### config.mk
export PLATFORM = sky130hd
export DESIGN_NAME = regfile_flat
export DESIGN_NICKNAME = d
export VERILOG_FILES = /design/src/rtl/regfile_if.sv /design/src/rtl/regfile_rdport.sv /design/src/rtl/regfile.sv /design/src/flat_wrapper.sv
export SDC_FILE = /design/constraint.sdc
export NUM_CORES = 1
export LEC_CHECK = 0
export ABC_AREA = 1
export CORE_AREA = 2 2 138 140
export DETAILED_ROUTE_END_ITERATION = 10
export DIE_AREA = 0 0 140 142
export GPL_TIMING_DRIVEN = 0
export PLACE_DENSITY = 0.68
export SLEW_MARGIN = 10
export SYNTH_ARGS = -nofsm -noshare
export SYNTH_HDL_FRONTEND = slang
export SYNTH_HIERARCHICAL = 1
export SYNTH_SLANG_ARGS = --single-unit
### constraint.sdc
create_clock -name clk -period 1.24 [get_ports clk]
set_input_delay 0.248 -clock clk [delete_from_list [all_inputs] [get_ports clk]]
set_output_delay 0.248 -clock clk [all_outputs]
set_load 0.03 [all_outputs]
### src/rtl/regfile_if.sv
// Bus-side bundle for the register file: write port, reserve port and two read ports.
// The master drives requests; the slave (regfile) returns registered read data and busy flags.
interface regfile_if #(
    parameter int unsigned WIDTH = 16,
    parameter int unsigned DEPTH = 8
);
    localparam int unsigned AW = $clog2(DEPTH);

    logic             we;
    logic [AW-1:0]    waddr;
    logic [WIDTH-1:0] bus;
    logic             rsv;
    logic [AW-1:0]    rsv_addr;
    logic             selA;
    logic [AW-1:0]    raddr_a;
    logic             selB;
    logic [AW-1:0]    raddr_b;
    logic [WIDTH-1:0] a;
    logic [WIDTH-1:0] b;
    logic             a_busy;
    logic             b_busy;

    modport master (
        output we, waddr, bus, rsv, rsv_addr, selA, raddr_a, selB, raddr_b,
        input  a, b, a_busy, b_busy
    );

    modport slave (
        input  we, waddr, bus, rsv, rsv_addr, selA, raddr_a, selB, raddr_b,
        output a, b, a_busy, b_busy
    );
endinterface

### src/rtl/regfile_rdport.sv
// One registered read port: address decode, write/reserve bypass, zero-register
// handling, and the output data/busy registers.
module regfile_rdport #(
    parameter int unsigned WIDTH   = 16,
    parameter int unsigned DEPTH   = 8,
    parameter int unsigned ZERO_R0 = 0,
    localparam int unsigned AW     = $clog2(DEPTH)
) (
    input  logic             clk,
    input  logic             rst,
    input  logic             sel,
    input  logic [AW-1:0]    raddr,
    input  logic [WIDTH-1:0] regs [DEPTH],
    input  logic [DEPTH-1:0] busy,
    input  logic             we,
    input  logic [AW-1:0]    waddr,
    input  logic [WIDTH-1:0] wdata,
    input  logic             rsv,
    input  logic [AW-1:0]    rsv_addr,
    output logic [WIDTH-1:0] data,
    output logic             data_busy
);
    logic [WIDTH-1:0] data_d, data_q;
    logic             busy_d, busy_q;
    logic             is_zero, hit_w, hit_r;

    assign is_zero = (ZERO_R0 != 0) && (raddr == '0);
    assign hit_w   = we && (waddr == raddr);
    assign hit_r   = rsv && (rsv_addr == raddr);

    // Busy reflects the post-edge scoreboard: a same-cycle reserve always wins.
    always_comb begin
        data_d = '0;
        busy_d = 1'b0;
        if (sel && !is_zero) begin
            if (hit_w) begin
                data_d = wdata;
                busy_d = hit_r;
            end else begin
                data_d = regs[raddr];
                busy_d = busy[raddr] | hit_r;
            end
        end
    end

    always_ff @(posedge clk or negedge rst) begin
        if (!rst) begin
            data_q <= '0;
            busy_q <= 1'b0;
        end else begin
            data_q <= data_d;
            busy_q <= busy_d;
        end
    end

    assign data      = data_q;
    assign data_busy = busy_q;
endmodule

### src/rtl/regfile.sv
// Parametrised register file with one write port, two registered read ports
// and a per-register busy scoreboard for reserving destinations.
module regfile #(
    parameter int unsigned WIDTH   = 16,
    parameter int unsigned DEPTH   = 8,
    parameter int unsigned ZERO_R0 = 0
) (
    input  logic      clk,
    input  logic      rst,
    regfile_if.slave  rf
);
    localparam int unsigned AW = $clog2(DEPTH);

    logic [WIDTH-1:0] mem_q [DEPTH];
    logic [DEPTH-1:0] busy_q, busy_d;
    logic             wr_en, rsv_en;

    assign wr_en  = rf.we  && !((ZERO_R0 != 0) && (rf.waddr == '0));
    assign rsv_en = rf.rsv && !((ZERO_R0 != 0) && (rf.rsv_addr == '0));

    // Reserve is applied after the write-clear so a new producer keeps the slot busy.
    always_comb begin
        busy_d = busy_q;
        if (wr_en)  busy_d[rf.waddr]    = 1'b0;
        if (rsv_en) busy_d[rf.rsv_addr] = 1'b1;
    end

    always_ff @(posedge clk or negedge rst) begin
        if (!rst) begin
            for (int i = 0; i < int'(DEPTH); i++) mem_q[i] <= '0;
            busy_q <= '0;
        end else begin
            if (wr_en) mem_q[rf.waddr] <= rf.bus;
            busy_q <= busy_d;
        end
    end

    regfile_rdport #(
        .WIDTH   (WIDTH),
        .DEPTH   (DEPTH),
        .ZERO_R0 (ZERO_R0)
    ) u_port_a (
        .clk       (clk),
        .rst       (rst),
        .sel       (rf.selA),
        .raddr     (rf.raddr_a),
        .regs      (mem_q),
        .busy      (busy_q),
        .we        (rf.we),
        .waddr     (rf.waddr),
        .wdata     (rf.bus),
        .rsv       (rf.rsv),
        .rsv_addr  (rf.rsv_addr),
        .data      (rf.a),
        .data_busy (rf.a_busy)
    );

    regfile_rdport #(
        .WIDTH   (WIDTH),
        .DEPTH   (DEPTH),
        .ZERO_R0 (ZERO_R0)
    ) u_port_b (
        .clk       (clk),
        .rst       (rst),
        .sel       (rf.selB),
        .raddr     (rf.raddr_b),
        .regs      (mem_q),
        .busy      (busy_q),
        .we        (rf.we),
        .waddr     (rf.waddr),
        .wdata     (rf.bus),
        .rsv       (rf.rsv),
        .rsv_addr  (rf.rsv_addr),
        .data      (rf.b),
        .data_busy (rf.b_busy)
    );
endmodule
### src/flat_wrapper.sv
// flat-port wrapper written by rule: the top's interface ports become plain ports
module regfile_flat 
#(
    parameter int unsigned WIDTH   = 16,
    parameter int unsigned DEPTH   = 8,
    parameter int unsigned ZERO_R0 = 0
)
  (clk, rst, rf_we, rf_waddr, rf_bus, rf_rsv, rf_rsv_addr, rf_selA, rf_raddr_a, rf_selB, rf_raddr_b, rf_a, rf_b, rf_a_busy, rf_b_busy);
  regfile_if #(.WIDTH(WIDTH), .DEPTH(DEPTH)) rf_i ();
  input  logic clk;
  input  logic rst;
  input wire logic [$bits(rf_i.we)-1:0] rf_we;
  input wire logic [$bits(rf_i.waddr)-1:0] rf_waddr;
  input wire logic [$bits(rf_i.bus)-1:0] rf_bus;
  input wire logic [$bits(rf_i.rsv)-1:0] rf_rsv;
  input wire logic [$bits(rf_i.rsv_addr)-1:0] rf_rsv_addr;
  input wire logic [$bits(rf_i.selA)-1:0] rf_selA;
  input wire logic [$bits(rf_i.raddr_a)-1:0] rf_raddr_a;
  input wire logic [$bits(rf_i.selB)-1:0] rf_selB;
  input wire logic [$bits(rf_i.raddr_b)-1:0] rf_raddr_b;
  output wire logic [$bits(rf_i.a)-1:0] rf_a;
  output wire logic [$bits(rf_i.b)-1:0] rf_b;
  output wire logic [$bits(rf_i.a_busy)-1:0] rf_a_busy;
  output wire logic [$bits(rf_i.b_busy)-1:0] rf_b_busy;
  assign rf_i.we = rf_we;
  assign rf_i.waddr = rf_waddr;
  assign rf_i.bus = rf_bus;
  assign rf_i.rsv = rf_rsv;
  assign rf_i.rsv_addr = rf_rsv_addr;
  assign rf_i.selA = rf_selA;
  assign rf_i.raddr_a = rf_raddr_a;
  assign rf_i.selB = rf_selB;
  assign rf_i.raddr_b = rf_raddr_b;
  assign rf_a = rf_i.a;
  assign rf_b = rf_i.b;
  assign rf_a_busy = rf_i.a_busy;
  assign rf_b_busy = rf_i.b_busy;
  regfile #(.WIDTH(WIDTH), .DEPTH(DEPTH), .ZERO_R0(ZERO_R0)) u_core (.clk(clk), .rst(rst), .rf(rf_i));
endmodule
==> flow_metrics.py <==
metrics = {
    "clock_tree": {
        "clockBufferDepth": 2,
        "cts_root_buf": "clkbuf_16",
        "clock_latency_ns": 0.43,
        "cts_made_buffers": 17,
        "cts.sinks": 170,
        "htreeDepth": 4,
        "cts_tree": "built",
        "clkSlewWorstSetupHoldPaths_ns": 0.07,
    },
    "logic_synthesis": {
        "yosysWarnings": 6,
        "synth_area_leaders": "dfrtp_1 (45%), nand2_1 (25%), nand3_1 (11%)",
        "synth_compound_area_frac": 0.0693,
        "syn_area_mm2": 0.00938,
        "synth_nets": 1375,
        "synth.top_cell.area_share": 0.453,
        "ys_types": 20,
        "synth_xor_area_frac": 0.00560,
        "synthAdderAreaFrac": 0,
        "syn_inst": 1341,
        "ys_seq_area_frac": 0.453,
        "syn_area_per_cell_um2": 7.00,
        "ys_ff_latch": 170,
        "synth_top_family_by_area": "simple AND/OR/NAND/NOR gates",
        "synth_simple_gate_area_frac": 0.398,
        "synth_top_area_cell": "dfrtp_1",
        "muxShareOfSynthArea": 0,
    },
    "sta": {
        "finalCritPeriodShare": 0.993,
        "fin_hold_ws_ns": -0.254,
        "finClkSkew_ns": 0.00680,
        "maxSlewViolCount": 0,
        "setup_slack_ns": 0.00924,
        "post-route-min-period_ns": 1.23,
        "max_freq_mhz": 813,
        "slew_headroom": 0.532,
        "setup_viol": 0,
        "hold_viol_final": 68,
        "tightest_slew_ns": 0.702,
    },
    "critical_path": {
        "crit_top_cell": "nand3_1",
        "crit_path_max_incr_delay_ns": 0.30,
        "cp-startpoint": "rf_raddr_a[1]",
        "path_cells": "clkdlybuf4s15_1 > buf_6 > buf_4 > nand3_1 > nand3_1 > nand2_1 > a21oi_2 > nor2_1",
        "critPathBufInv": 3,
        "critical_path_class": "input port to flop",
        "path_delay_family": "buffers and inverters",
        "r2r_slack_ns": 0.06,
        "worst-path-stages": 8,
        "reg2reg_depth": 6,
        "cp_max_fo": 10,
        "crit_required_ns": 1.55,
        "crit_path_end": "u_core/u_port_a/data[13]$_DFF_PN0_",
        "critical_path_arrival_ns": 1.54,
        "cp-end-kind": "flop",
        "rr_endpoint": "u_core/u_port_a/data[13]$_DFF_PN0_",
        "startpoint_type": "input port",
        "worstReg2RegStart": "u_core/mem_q[13]$_DFFE_PN0P_",
        "cp_slowest_cell": "clkdlybuf4s15_1",
    },
    "finish": {
        "areaGrowthSynthToFinish_pct": 16.7,
        "nets": 1461,
        "fillers": 1749,
        "layout_common_cells": "nand2_1 (626), nand3_1 (204), dfrtp_1 (170)",
        "final_common_cell": "nand2_1",
        "drive_above_1_share": 0.139,
        "num_antenna_cells": 0,
    },
    "floorplanning": {
        "start_util": 0.508,
        "dieWidth_um": 140,
        "core_mm2": 0.0185,
        "die_y_um": 142,
        "rows": 50,
        "die_area_mm2": 0.0199,
        "ios": 68,
    },
    "route": {
        "drcViolationCount": 5,
        "drtAntennaViolNets": 0,
        "wl_per_cell_um": 19.4,
        "vias": 9627,
        "vias_per_cell": 5.75,
        "dr.pass1.iters": 11,
        "drt_iter0_drc": 1201,
        "finalWirelength_um": 32500,
    },
    "place": {
        "dp_hpwl_um": 22700,
        "post-place-ws_ns": -1.06,
        "portBuffers": 63,
        "gp_congestion": 0.941,
    },
    "grt": {
        "grt_util_met1": 0.470,
        "gr-usage-met3": 0.0764,
        "grt_pass1_wl_um": 50300,
        "grt_remaining_overflow": 0,
        "grt_usage": 0.332,
        "met2_usage": 0.516,
        "antenna_found_initial": 0,
        "grt_busiest_layer": "met2",
        "grt_pass1_vias": 8921,
        "grt_max_degree": 103,
    },
    "power_and_ir_drop": {
        "p_sw_uw": 5390,
        "p_comb_frac": 0.222,
        "power_uw": 16500,
        "irDropWorstVdd_mv": 0.956,
        "clockPowerShare": 0.340,
        "p_int_uw": 11100,
        "p_leak_uw": 0.00578,
        "p_seq_frac": 0.438,
        "sw_frac_of_total": 0.328,
        "powerDensity_mw_per_mm2": 1500,
    },
    "outcome": {
        "violations": "DRC, hold timing",
        "status": "complete, but fails checks",
    },
    "min_path": {
        "hold_path.class": "input port to asynchronous set/reset pin",
    },
    "run": {
        "cap_violations": 0,
    },
}
per-stage QoR:
step / cells / util / setup TNS (ns) / instance area [um2]
2_1_floorplan: 1341 / - / 0 / 9380
5_1_grt: 1674 / 0.594 / -0.0359 / 11000
4_1_cts: 1670 / 0.588 / 0 / 10800
3_3_place_gp: 1638 / 0.559 / -1363.81 / 10300
3_5_place_dp: 1639 / 0.560 / -140.43 / 10300
6_report: 1674 / 0.594 / 0 / 11000
how the worst min path moves through the flow:
| stage | end | start | slack, ns |
|---|---|---|---|
| after global placement | u_core/mem_q[127]$_DFFE_PN0P_ | u_core/mem_q[127]$_DFFE_PN0P_ | 0.48 |
| final | u_core/u_port_a/data[3]$_DFF_PN0_ | rst | -0.25 |
| after global routing | u_core/u_port_b/data[3]$_DFF_PN0_ | rst | -0.21 |
| after floorplan | u_core/busy_q[0]$_DFF_PN0_ | rst | -0.05 |
| after CTS | u_core/u_port_a/data[3]$_DFF_PN0_ | rst | -0.23 |
| after detailed placement | u_core/u_port_a/data[3]$_DFF_PN0_ | rst | 0.23 |
metal layers:
| metal | part of all wire | vias to the layer above | routed length [um] |
|---|---|---|---|
| met5 | 0 | - | 0 |
| met4 | 0.025 | 0 | 803 |
| met3 | 0.11 | 73 | 3570 |
| met2 | 0.44 | 542 | 14300 |
| met1 | 0.43 | 4548 | 13900 |
| li1 | - | 4464 | - |
kinds of logic (layout without fill, tap and decap cells):
group / count (synthesis) / after routing
flip-flops: 170 / 170
AO/OA/AOI/OAI: 130 / 130
AND/OR/NAND/NOR: 903 / 903
buffers and inverters: 132 / 231
XOR/XNOR: 6 / 6
Yosys cell counts:
cell type,count
nand4_1,10
buf_4,9
buf_2,53
nor2_2,1
a21oi_1,98
nand3_1,204
dfrtp_1,170
clkbuf_2,3
nor2_1,41
clkbuf_1,21
nand2_4,2
o21ai_1,32
nand2_1,633
inv_2,4
nor2_4,4
nand2_2,8
buf_1,3
inv_1,27
buf_6,12
xnor2_1,6
final cells by class:
class / count / area (um2) / area share
Buffer: 99 / 627 / 0.0572
Clock inverter: 9 / 136 / 0.0124
Tap cell: 234 / 293 / 0.0267
Timing Repair Buffer: 69 / 549 / 0.0501
Clock buffer: 23 / 468 / 0.0427
Sequential cell: 170 / 4250 / 0.388
Multi-Input combinational cell: 1039 / 4510 / 0.412
Inverter: 31 / 116 / 0.0106
repair_timing:
action | CTS | global route
gates resized for setup | 217 | 55
endpoints found under the hold margin | 68 | 68
buffers inserted | 0 | 5
endpoints found under the setup margin | 204 | 121
pin swaps | 0 | 2
worst register-to-register path: stages, from the launching register on:
cell and delay [ns]:
dfrtp_1 0.40, nand2_1 0.08, nand3_1 0.12, nand3_1 0.11, nand2_1 0.12, a21oi_2 0.16, nor2_1 0.07
sequential cells by signal (all words and copies together) (netlist names):
register	flops
u_core/u_port_a/data_busy	1
u_core/u_port_b/data_busy	1
u_core/busy_q	8
u_core/u_port_a/data	16
u_core/u_port_b/data	16
u_core/mem_q	128
power by group through the flow:
stage | Clock [uW] | Sequential [uW] | Combinational, uW
2_1_floorplan | 0 | 7360 | 2120
3_3_place_gp | 0 | 7270 | 3500
3_5_place_dp | 0 | 7290 | 3570
4_1_cts | 5680 | 7190 | 3500
5_1_grt | 5890 | 7330 | 4020
6_report | 5590 | 7210 | 3650
Note: power is estimated with default switching activity, not from simulation.
